--- src/rtl/tdc_pkg.sv ---
// Shared definitions for the TDC capture family: default sizes, FSM encoding and width helpers.
package tdc_pkg;

  localparam int unsigned NTapsDefault   = 16;
  localparam int unsigned AccLog2Default = 4;
  localparam int unsigned OutWDefault    = 8;

  // Measurement FSM encoding
  localparam logic [1:0] StIdle  = 2'd0;
  localparam logic [1:0] StFlush = 2'd1;
  localparam logic [1:0] StAccum = 2'd2;
  localparam logic [1:0] StHold  = 2'd3;

  // Bits needed to hold a count of 0..n_taps contiguous ones
  function automatic int unsigned count_width(input int unsigned n_taps);
    return $clog2(n_taps + 1);
  endfunction

  // Accumulator width: worst case n_taps * 2**acc_log2 must fit
  function automatic int unsigned sum_width(input int unsigned n_taps,
                                            input int unsigned acc_log2);
    return count_width(n_taps) + acc_log2;
  endfunction

endpackage

--- src/rtl/tdc_therm2bin.sv ---
// Thermometer-to-binary converter for a TDC tap vector (purely combinational).
// count is the number of contiguous ones starting at tap 0; any one above the
// first zero is reported as a bubble.
module tdc_therm2bin
  import tdc_pkg::*;
#(
  parameter int unsigned N_TAPS = NTapsDefault,
  parameter int unsigned CW     = count_width(NTapsDefault)
) (
  input  logic [N_TAPS-1:0] taps,
  output logic [CW-1:0]     count,
  output logic              bubble
);

  logic seen_zero;

  // Scan upward from tap 0: count the ones until the first zero, flag any one after it
  always_comb begin
    seen_zero = 1'b0;
    count     = '0;
    bubble    = 1'b0;
    for (int unsigned i = 0; i < N_TAPS; i++) begin
      if (!seen_zero) begin
        if (taps[i]) begin
          count = CW'(i + 1);
        end else begin
          seen_zero = 1'b1;
        end
      end else if (taps[i]) begin
        bubble = 1'b1;
      end
    end
  end

endmodule

--- src/rtl/tdc_capture_avg.sv ---
// TDC capture front end: synchronises the tap vector, converts it to a delay
// count and averages 2**ACC_LOG2 consecutive samples per measurement. The
// result is offered on a valid/ready handshake; bubble codes set a sticky flag.
module tdc_capture_avg
  import tdc_pkg::*;
#(
  parameter int unsigned N_TAPS   = NTapsDefault,
  parameter int unsigned ACC_LOG2 = AccLog2Default,
  parameter int unsigned OUT_W    = OutWDefault
) (
  input  logic                           clk,
  input  logic                           rst,
  input  logic [N_TAPS-1:0]              taps_in,
  input  logic                           start,
  output logic                           busy,
  output logic [OUT_W-1:0]               result,
  output logic                           result_valid,
  input  logic                           result_ready,
  output logic [count_width(N_TAPS)-1:0] last_count,
  output logic                           bubble_err
);

  localparam int unsigned CW   = count_width(N_TAPS);
  localparam int unsigned SW   = sum_width(N_TAPS, ACC_LOG2);
  localparam int unsigned CntW = ACC_LOG2 + 1;

  localparam logic [CntW-1:0] CntOne       = CntW'(1);
  localparam logic [CntW-1:0] CntFlushLast = CntW'(1);
  localparam logic [CntW-1:0] CntAccLast   = CntW'((2 ** ACC_LOG2) - 1);

  // Two-stage synchroniser; nothing may be placed between the stages
  (* keep = "true", dont_touch = "true" *) logic [N_TAPS-1:0] sync1_q;
  (* keep = "true", dont_touch = "true" *) logic [N_TAPS-1:0] sync2_q;

  logic [1:0]      state_q, state_d;
  logic [CntW-1:0] cnt_q, cnt_d;
  logic [SW-1:0]   sum_q, sum_d, sum_next;
  logic [OUT_W-1:0] result_q, result_d;
  logic            valid_q, valid_d;
  logic            busy_q, busy_d;
  logic            bubble_q, bubble_d;
  logic [CW-1:0]   last_q, last_d;

  logic [CW-1:0]   count;
  logic            bubble;

  tdc_therm2bin #(
    .N_TAPS (N_TAPS),
    .CW     (CW)
  ) u_therm2bin (
    .taps   (sync2_q),
    .count  (count),
    .bubble (bubble)
  );

  // Measurement sequencing: IDLE -> FLUSH (2) -> ACCUM (2**ACC_LOG2) -> HOLD
  always_comb begin
    state_d  = state_q;
    cnt_d    = cnt_q;
    sum_d    = sum_q;
    result_d = result_q;
    valid_d  = valid_q;
    busy_d   = busy_q;
    bubble_d = bubble_q;
    last_d   = last_q;
    sum_next = sum_q + SW'(count);
    case (state_q)
      StIdle: begin
        if (start) begin
          state_d  = StFlush;
          cnt_d    = '0;
          sum_d    = '0;
          bubble_d = 1'b0;
          busy_d   = 1'b1;
        end
      end
      StFlush: begin
        // Synchroniser still holds pre-start taps; drop them
        if (cnt_q == CntFlushLast) begin
          state_d = StAccum;
          cnt_d   = '0;
        end else begin
          cnt_d = cnt_q + CntOne;
        end
      end
      StAccum: begin
        sum_d  = sum_next;
        last_d = count;
        cnt_d  = cnt_q + CntOne;
        if (bubble) begin
          bubble_d = 1'b1;
        end
        if (cnt_q == CntAccLast) begin
          state_d  = StHold;
          result_d = OUT_W'(sum_next >> ACC_LOG2);
          valid_d  = 1'b1;
        end
      end
      StHold: begin
        if (result_ready) begin
          valid_d = 1'b0;
          if (start) begin
            // Back-to-back: restart without passing through IDLE
            state_d  = StFlush;
            cnt_d    = '0;
            sum_d    = '0;
            bubble_d = 1'b0;
          end else begin
            state_d = StIdle;
            busy_d  = 1'b0;
          end
        end
      end
      default: state_d = StIdle;
    endcase
  end

  // Synchroniser flops
  always_ff @(posedge clk) begin
    if (rst) begin
      sync1_q <= '0;
      sync2_q <= '0;
    end else begin
      sync1_q <= taps_in;
      sync2_q <= sync1_q;
    end
  end

  // Control and datapath state
  always_ff @(posedge clk) begin
    if (rst) begin
      state_q  <= StIdle;
      cnt_q    <= '0;
      sum_q    <= '0;
      result_q <= '0;
      valid_q  <= 1'b0;
      busy_q   <= 1'b0;
      bubble_q <= 1'b0;
      last_q   <= '0;
    end else begin
      state_q  <= state_d;
      cnt_q    <= cnt_d;
      sum_q    <= sum_d;
      result_q <= result_d;
      valid_q  <= valid_d;
      busy_q   <= busy_d;
      bubble_q <= bubble_d;
      last_q   <= last_d;
    end
  end

  assign busy         = busy_q;
  assign result       = result_q;
  assign result_valid = valid_q;
  assign last_count   = last_q;
  assign bubble_err   = bubble_q;

endmodule

--- config.mk ---
export PLATFORM = sky130hd
export DESIGN_NAME = tdc_capture_avg
export DESIGN_NICKNAME = d
export VERILOG_FILES = /design/src/rtl/tdc_pkg.sv /design/src/rtl/tdc_therm2bin.sv /design/src/rtl/tdc_capture_avg.sv
export SDC_FILE = /design/constraint.sdc
export NUM_CORES = 1
export LEC_CHECK = 0
export ABC_AREA = 0
export CORE_MARGIN = 2
export CORE_UTILIZATION = 54
export DETAILED_ROUTE_END_ITERATION = 8
export PLACE_DENSITY = 0.77
export SLEW_MARGIN = 20
export SYNTH_ARGS = -nofsm -noshare
export SYNTH_HDL_FRONTEND = slang
export SYNTH_SLANG_ARGS = --single-unit
--- constraint.sdc ---
create_clock -name clk -period 3.56 [get_ports clk]
set_clock_uncertainty 0.15 [all_clocks]
set_input_delay 0.534 -clock clk [delete_from_list [all_inputs] [get_ports clk]]
set_output_delay 0.534 -clock clk [all_outputs]
set_load 0.005 [all_outputs]
Yosys cells after proc, flatten, opt, wreduce, memory -nomap -nowiden
Index checks and enable logic that the tools add are counted.
{"block": "totals", "output_inout_bits": 16, "word_cells": 147, "reg_bits": 61}
{"block": "classes", "n_eq_ne": 11, "reduce_logical": 10, "mux": 114, "addsub": 2}
{"cell": "5-bit two-way mux", "n": 33}
{"cell": "1-bit two-way mux", "n": 69}
{"cell": "9-bit case mux with 3 select lines", "n": 1}
{"cell": "5-bit case mux with 4 select lines", "n": 1}
{"cell": "9-bit two-way mux", "n": 2}
{"cell": "2-bit inequality test (second input constant)", "n": 6}
{"cell": "9-bit by 5-bit adder with 9-bit output", "n": 1}
{"cell": "2-bit two-way mux", "n": 4}
{"cell": "2-bit case mux with 4 select lines", "n": 1}
{"cell": "4-bit AND reduction", "n": 2}
{"cell": "3-bit AND reduction", "n": 2}
{"cell": "5-bit by 1-bit adder with 5-bit output (second input constant)", "n": 1}
{"cell": "5-bit by 1-bit == test with 1-bit output (second input constant)", "n": 1}
{"cell": "5-bit by 4-bit == test with 1-bit output (second input constant)", "n": 1}
{"cell": "2-bit == test (second input constant)", "n": 2}
{"cell": "1-bit case mux with 2 select lines", "n": 2}
{"cell": "2-bit AND reduction", "n": 2}
{"cell": "2-bit nonzero test", "n": 2}
{"cell": "1-bit case mux with 3 select lines", "n": 1}
{"cell": "3-bit nonzero test", "n": 1}
{"cell": "2-bit by 1-bit == test with 1-bit output (second input constant)", "n": 1}
{"cell": "2-bit zero test", "n": 1}

Depth between registers and ports, before layout
Gate-level depths: netlist of the first run.
{"block": "logic_depth", "ltp_word": 33, "mapped_depth": 13, "mapped_depth_nobuf": 13}

Modules after synthesis
Synthesis of the first run repeated with hierarchy kept, for this count alone.
{"block": "unflattened", "cells_unflattened": 291, "area_unflattened_um2": 2740.1}
{"module": "tdc_capture_avg", "seq_area_each_um2": 1221.2, "cells_each": 244, "n_inst": 1, "area_per_inst_um2": 2424.8}
{"module": "tdc_therm2bin", "seq_area_each_um2": 0.0, "cells_each": 47, "n_inst": 1, "area_per_inst_um2": 315.3}

Least setup slack after synthesis of the first run
Ideal clock, no wire load.
{"block": "synth_timing", "path_type": "flip-flop to flip-flop", "startpoint": "register sync2_q[1]", "endpoint": "register result_q[4] (netlist: result[4])", "required_ns": 3.324, "n_path_buf": 0, "t_arrival_ns": 2.530, "setup_ns": 0.086, "period_less_slack_ns": 2.765, "path_slack_ns": 0.795, "stages_incl_launch_ff": 13, "path_cell_list": "dfxtp_1 -> nand4_1 -> nor2_1 -> nand4b_1 -> nand2_1 -> ha_1 -> inv_1 -> fa_1 -> nor2b_1 -> o21bai_1 -> a211oi_1 -> xnor2_1 -> a211oi_1"}
{"block": "synth_between", "elab_chain_len": 31}
{"item": "from (decl)", "line": "tdc_capture_avg.sv:33", "rtl": "(* keep = \"true\", dont_touch = \"true\" *) logic [N_TAPS-1:0] sync2_q;"}
{"item": "from (signal assigned)", "line": "tdc_capture_avg.sv:125", "rtl": "sync2_q <= sync1_q;"}
{"item": "5-bit two-way mux", "line": "tdc_therm2bin.sv:24", "rtl": "if (taps[i]) begin"}
{"item": "5-bit two-way mux", "line": "tdc_therm2bin.sv:23", "rtl": "if (!seen_zero) begin"}
{"item": "5-bit two-way mux", "line": "tdc_therm2bin.sv:24"}
{"item": "5-bit two-way mux", "line": "tdc_therm2bin.sv:23"}
{"item": "5-bit two-way mux", "line": "tdc_therm2bin.sv:24"}
{"item": "5-bit two-way mux", "line": "tdc_therm2bin.sv:23"}
{"item": "5-bit two-way mux", "line": "tdc_therm2bin.sv:24"}
{"item": "5-bit two-way mux", "line": "tdc_therm2bin.sv:23"}
{"item": "[16 not listed]"}
{"item": "5-bit two-way mux", "line": "tdc_therm2bin.sv:24"}
{"item": "5-bit two-way mux", "line": "tdc_therm2bin.sv:23"}
{"item": "5-bit two-way mux", "line": "tdc_therm2bin.sv:24"}
{"item": "5-bit two-way mux", "line": "tdc_therm2bin.sv:23"}
{"item": "5-bit two-way mux", "line": "tdc_therm2bin.sv:24"}
{"item": "5-bit two-way mux (*)", "line": "tdc_therm2bin.sv:23"}
{"item": "named net count[0]", "line": "tdc_capture_avg.sv:44", "rtl": "logic [CW-1:0] count;"}
{"item": "9-bit by 5-bit adder with 9-bit output (*)", "line": "tdc_capture_avg.sv:66", "rtl": "sum_next = sum_q + SW'(count);"}
{"item": "to (signal assigned)", "line": "tdc_capture_avg.sv:144", "rtl": "result_q <= result_d;"}
{"item": "to (decl)", "line": "tdc_capture_avg.sv:38", "rtl": "logic [OUT_W-1:0] result_q, result_d;"}
The timed path passes the listed nets; every way through them passes the cells marked *.
A chain may end at the register's enable or synchronous reset.

Worst setup path after layout of the first run
Ends and elaborated chain as after synthesis.

==> summary.txt, run 1 <==
Placement
  – Hpwl dp: ~3500 um
  – DP Area: ~3100 um2
  – IO Port Bufs: 32
  – Dpl cells: 390
  – GPL Wtd Cong: between 0.8 and 0.9

Clock network
  – Number of setup buffers added after CTS: 0
  – CTS tree: done
  – CTS sink count: approximately 60
  – CTS max path bufs: 2
  – CTS Buf Count: 9
  – Clk_lat worst skew: 0.34 ns
  – Clk Tree Root Cell: clkbuf_8
  – H-tree Lvls: 3
  – Post-CTS sizing: 0
  – Hold-fix buffers, CTS: 0
  – Clk pin slew, worst setup/hold paths: approximately 0.060 ns

Critical path
  – Critical Path End Type: flop
  – Worst endpoint data arrival time: between 3 and 4 ns
  – R2r setup slk: ~0.41 ns
  – Worst Reg-to-Reg Cells: 12
  – CP max FO: 7
  – CP required: 3.66 ns
  – R2R Path Start: sync2_q[1]$_SDFF_PP0_
  – Critical R2R Capture: result[4]$_SDFFE_PP0P_
  – Crit path launch type: flop
  – Crit Path Class: flop to flop

Routing
  – Wire per inst: about 12 um
  – Detail Route Antenna Nets: 0
  – Drt drc: 0
  – DR pass1 iterations: 4
  – Starting DRT DRC Count: 112
  – Vias: 2154
  – Via/cell ratio: 5.31
  – Detailed Route WL: just under 5000 um

Synth
  – Synth top area share: 0.449
  – Top_reg_cell synth: dfxtp_1
  – Number of synthesized register bits: 61
  – EDFF count, synth: 0
  – Async SR Flop Fraction: 0
  – Syn Inst Count: 301
  – Post-synthesis sequential area ratio: 0.449
  – Cell area after synthesis: 2720 um2
  – Library cells used by synthesis: 45
  – Syn. warnings: 0
  – Synth area leaders: dfxtp_1, nor2b_1, ha_1
  – Mean post-synth cell area: between 9 and 10 um2
  – Synth area leader: dfxtp_1

Worst hold path
  – WHS Path Cells: 1
  – Min-Delay Path Class: flop to flop
  – Hold path start: sync1_q[15]$_SDFF_PP0_
  – Hold worst-path end: sync2_q[15]$_SDFF_PP0_

Run
  – Max Cap Viol: 0

Cells and area
  – Most frequent cells in the layout: dfxtp_1, nor2b_1, clkdlybuf4s50_1, nor2_1, nand2_1
  – Final non-filler cell total: 406
  – NumNets Final: approximately 370
  – Syn-to-layout area delta: 21.7%
  – Ratio of cells with drive above 1 in the final layout: 0.0678
  – Commonest non-fill, non-tap cell in the layout: dfxtp_1
  – # diodes: 0
  – Design area: between 3000 and 4000 um2

Die
  – Core area: ~4800 um2
  – Rows: 25
  – Chip Height: approximately 75 um
  – Num ports: 36
  – Initial Utilization: 0.569
  – Die ar.: between 5000 and 6000 um2
  – DIE WIDTH: 75.0 um

Global routing
  – Grt ovf: 0
  – Vias in the first global route: roughly 1900
  – First-pass GRT wire length: slightly above 8000 um
  – Initial antenna violation count: 0
  – Largest net degree at the start of global routing: 44
  – Total GRT Usage: 0.196

Pwr
  – Pleak: ~1.2 nW
  – Seq pwr share: 0.417
  – Pwr Density: approximately 560 nW/um2
  – Sw Share: 0.274
  – Switching power: 0.510 mW
  – Worst vdd ir: 349 uV
  – Power share of the combinational group: 0.210
  – P_int: roughly 1.4 mW
  – Clock network fraction of design power: 0.372

STA
  – Max-slew violations: 0
  – Fmax: 318 MHz
  – Setup violators final: 0
  – Unrepaired setup endpoints after global routing: no
  – Worst relative slew slack: 0.522
  – Final hold violation count: 0
  – Total negative slack: 0 ns
  – Min Tclk post-route: ~3.1 ns
  – Tightest Pin Transition: about 0.72 ns
  – Tcrit/Tclk final: 0.884

Status
  – Outcome: completed
==> final cells by class <==
| cell class | count | area, um2 |
|---|---|---|
| Sequential cell | 61 | 1220 |
| Inverter | 13 | 48.8 |
| Clock inverter | 5 | 82.6 |
| Timing Repair Buffer | 34 | 330 |
| Tap cell | 67 | 83.8 |
| Clock buffer | 11 | 151 |
| Fill cell | 397 | 1470 |
| Multi-Input combinational cell | 215 | 1400 |
==> kinds of logic (layout without fill, tap and decap cells) <==
group                    Yosys count  in the layout  synth area share
other                              1              3           0.00138
multiplexers                       2              2           0.00736
XOR/XNOR                           9              9            0.0290
flip-flops                        61             61             0.449
buffers and inverters             27             63            0.0414
adder cells (fa/ha/maj)           15             15            0.0717
AND/OR/NAND/NOR                  119            119             0.232
AO/OA/AOI/OAI                     67             67             0.168
==> metrics by stage <==
step                      hold WS [ns]   util  setup slack (ns)  power [mW]
after detailed placement         0.270  0.643             0.464        1.19
after global placement           0.270  0.643             0.596        1.18
after CTS                        0.285  0.692             0.448        1.88
after floorplan                  0.264      -             0.795        1.06
after global routing             0.304  0.692             0.103        1.96
final                            0.282  0.692             0.413        1.86
==> synth_stat cells, types with 5 or more instances <==
cell       n
a211oi_1  12
xnor2_1    5
ha_1      14
nand2_1   20
nor2_1    26
nor3_1     7
dfxtp_1   61
a31oi_1    7
inv_1     13
nand3_1    6
a21oi_1   16
nor2b_1   36
o21ai_0    9
clkbuf_1   9
==> how the worst max path moves through the flow <==
stage	end	slack, ns	from
6_report	result[4]$_SDFFE_PP0P_	0.41	sync2_q[1]$_SDFF_PP0_
5_1_grt	result[4]$_SDFFE_PP0P_	0.10	sync2_q[1]$_SDFF_PP0_
4_1_cts	result[4]$_SDFFE_PP0P_	0.45	sync2_q[1]$_SDFF_PP0_
3_5_place_dp	result[4]$_SDFFE_PP0P_	0.46	sync2_q[1]$_SDFF_PP0_
3_3_place_gp	result[4]$_SDFFE_PP0P_	0.60	sync2_q[1]$_SDFF_PP0_
2_1_floorplan	result[4]$_SDFFE_PP0P_	0.79	sync2_q[1]$_SDFF_PP0_
==> routing by layer <==
metal,vias up,routed length (um),GRT usage
met4,0,105,0.0952
li1,1112,-,-
met5,-,0,0
met2,48,2350,0.335
met1,982,2130,0.220
met3,12,222,0.0643
==> flip-flops by register name, indices dropped and copies added, names as in the netlist <==
name          cells
result_valid      1
busy              1
last_count        5
result            5
cnt_q             5
sync2_q          16
state_q           2
sync1_q          16
bubble_err        1
sum_q             9
==> worst max-delay path, cell delays in order (launching register included) <==
cell,delay [ns]
dfxtp_1,0.41
nand4_1,0.23
nor2_1,0.39
nand4b_1,0.17
nand2_1,0.10
ha_1,0.16
inv_1,0.06
fa_1,0.39
nor2b_1,0.17
o21bai_1,0.10
a211oi_1,0.41
xnor2_1,0.11
a211oi_1,0.21
==> power by group through the flow <==
stage	combinational (mW)	clock [mW]	sequential, mW
after floorplan	0.280	0	0.785
after global placement	0.389	0	0.790
after detailed placement	0.393	0	0.793
after CTS	0.395	0.707	0.777
after global routing	0.443	0.736	0.785
final	0.392	0.693	0.777
Note: power is estimated with default switching activity, not from simulation.
==> run 2, diff against run 1 <==
--- a/config.mk
+++ b/config.mk
@@ -8,6 +8,7 @@
 export ABC_AREA = 0
 export CORE_MARGIN = 2
 export CORE_UTILIZATION = 54
+export CTS_BUF_LIST = sky130_fd_sc_hd__clkbuf_16
 export DETAILED_ROUTE_END_ITERATION = 8
 export PLACE_DENSITY = 0.77
 export SLEW_MARGIN = 20
==> run 2 against run 1 <==
Critical path depth unchanged. Routed wire length is 0.71% higher. Flip-flop and latch count did not move. Final cell count did not move. Via count shrank 0.28%. Critical path type unchanged.
==> summary.txt, run 2 (synthesis gave the netlist of run 1 again) <==
Clock network
  – Number of setup buffers added after CTS: 0 (unchanged)
  – Clk Tree Root Cell: clkbuf_16 (was clkbuf_8)
  – Hold-fix buffers, CTS: 0 (unchanged)
  – CTS max path bufs: 2 (unchanged)
  – Post-CTS sizing: 0 (unchanged)
  – CTS Buf Count: 9 (unchanged)
  – H-tree Lvls: 3 (unchanged)
  – Clk_lat worst skew: 0.32 ns (was 0.34 ns)
  – CTS tree: done (unchanged)
  – CTS sink count: 61 (unchanged)
  – Clk pin slew, worst setup/hold paths: 0.05 ns (was 0.06 ns)

Routing
  – Detailed Route WL: 4840 um (was 4810 um)
  – DR pass1 iterations: 4 (unchanged)
  – Starting DRT DRC Count: 87 (was 112)
  – Vias: 2148 (was 2154)
  – Detail Route Antenna Nets: 0 (unchanged)
  – Drt drc: 0 (unchanged)
  – Via/cell ratio: 5.29 (was 5.31)
  – Wire per inst: 11.9 um (was 11.8 um)

Critical path
  – Critical Path End Type: flop (unchanged)
  – CP required: 3.65 ns (was 3.66 ns)
  – CP max stage delay: 0.41 ns (about the same)
  – CP max FO: 7 (unchanged)
  – Crit-path slowest cell: dfxtp_1 (unchanged)
  – CP dominant cell by count: a211oi_1 (unchanged)
  – Worst endpoint data arrival time: 3.24 ns (was 3.25 ns)
  – Sequence of cells on the critical path: nand4_1 > nor2_1 > nand4b_1 > nand2_1 > ha_1 > inv_1 > fa_1 > nor2b_1 > o21bai_1 > a211oi_1 > xnor2_1 > a211oi_1 (unchanged)
  – Crit path launch type: flop (unchanged)
  – Crit Path Class: flop to flop (unchanged)

Global routing
  – Initial antenna violation count: 0 (unchanged)
  – Vias in the first global route: 1950 (was 1929)
  – M2 GR Usage: 0.336 (was 0.335)
  – Largest net degree at the start of global routing: 44 (unchanged)
  – First-pass GRT wire length: 8210 um (unchanged)
  – Busiest grt layer: met2 (unchanged)
  – Total GRT Usage: 0.194 (was 0.196)
  – Grt ovf: 0 (unchanged)
  – Global Route met3 Usage: 0.0361 (was 0.0643)
  – Met1 Use GR: 0.221 (was 0.220)

STA
  – Min Tclk post-route: 3.15 ns (about the same)
  – Tcrit/Tclk final: 0.885 (was 0.884)
  – Unrepaired setup endpoints after global routing: no (unchanged)
  – Worst relative slew slack: 0.512 (was 0.522)
  – Max-slew violations: 0 (unchanged)
  – Tightest Pin Transition: 0.731 ns (was 0.717 ns)
  – Fmax: 317 MHz (was 318 MHz)
  – Setup violators final: 0 (unchanged)
  – Final hold violation count: 0 (unchanged)
  – Hold Slack: 0.280 ns (was 0.282 ns)
  – Total negative slack: 0 ns (unchanged)

Cells and area
  – Most frequent cells in the layout: dfxtp_1, nor2b_1, clkdlybuf4s50_1, nor2_1, nand2_1 (unchanged)
  – Ratio of cells with drive above 1 in the final layout: 0.0619 (was 0.0678)
  – Filler cells: 383 (was 397)
  – # diodes: 0 (unchanged)
  – Design area: 3390 um2 (was 3310 um2)
  – Regs by FF count: sync1_q x16, sync2_q x16, sum_q x9 (unchanged)
  – Commonest non-fill, non-tap cell in the layout: dfxtp_1 (unchanged)
  – NumNets Final: 369 (unchanged)
  – Syn-to-layout area delta: 24.7% (was 21.7%)

Worst hold path
  – Min-Delay Path Class: flop to flop (unchanged)

Die
  – Initial Utilization: 0.569 (unchanged)
  – Core area: 4790 um2 (unchanged)
  – Rows: 25 (unchanged)
  – Die ar.: 5620 um2 (unchanged)
  – DIE WIDTH: 75.0 um (unchanged)
  – Num ports: 36 (unchanged)
  – Chip Height: 75.0 um (unchanged)

Placement
  – GPL Wtd Cong: 0.812 (unchanged)
  – Hpwl dp: 3450 um (unchanged)
  – IO Port Bufs: 32 (unchanged)
  – DP Area: 3080 um2 (unchanged)

Run
  – Max Cap Viol: 0 (unchanged)

Status
  – Outcome: completed (unchanged)

Pwr
  – Pwr Density: 608 nW/um2 (was 562 nW/um2)
  – Worst vdd ir: 374 uV (was 349 uV)
  – Pleak: 1.28 nW (was 1.25 nW)
run 2: cell count changes in the layout (fill, tap and decap cells not counted):
cell       before  now
clkbuf_16       0    9
clkbuf_8       11    0
clkinv_1        0    2
run 2: final cells by class:
type | count | area [um2] | area share
multi-input combinational | 215 | 1400 | 0.411
sequential | 61 | 1220 | 0.360
timing repair buffer | 34 | 330 | 0.0973
clock buffer | 9 | 225 | 0.0663
clock inverter | 7 | 90.1 | 0.0265
tap | 67 | 83.8 | 0.0247
inverter | 13 | 48.8 | 0.0144
run 2: stage by stage:
step	worst slack [ns]	utilization	power, mW	cells
after floorplan	0.795	-	1.06	303
after global routing	0.110	0.709	2.16	406
final	0.409	0.709	2.06	406
after detailed placement	0.464	0.643	1.19	390
after CTS	0.454	0.709	2.08	406
after global placement	0.596	0.643	1.18	390
run 2: critical path, delay by kind of cell, from the launching register on:
kind                     cells  cell delay, ns
AO/OA/AOI/OAI                3            0.73
XOR/XNOR                     1            0.11
adder cells (fa/ha/maj)      2            0.56
flip-flops                   1            0.41
buffers and inverters        1            0.06
AND/OR/NAND/NOR              5            1.06
run 2: layer usage:
metal / up-vias / share of wire
met5: - / 0
li1: 1113 / -
met4: 0 / 0.018
met1: 984 / 0.46
met2: 41 / 0.49
met3: 10 / 0.034
run 2: power by group:
part	total [mW]	switching [mW]	internal [mW]
registers	0.779	0.0408	0.739
clock network	0.892	0.286	0.606
logic	0.392	0.209	0.184
run 2: path summary, 6_finish.rpt:
kind | startpoint | endpoint | slack, ns | depth (start not counted)
setup / recovery | sync2_q[1]$_SDFF_PP0_ | result[4]$_SDFFE_PP0P_ | 0.41 | 12
hold / removal | sync1_q[13]$_SDFF_PP0_ | sync2_q[13]$_SDFF_PP0_ | 0.28 | 1
setup reg to reg | sync2_q[1]$_SDFF_PP0_ | result[4]$_SDFFE_PP0P_ | 0.41 | 12
hold reg to reg | sync1_q[13]$_SDFF_PP0_ | sync2_q[13]$_SDFF_PP0_ | 0.28 | 1
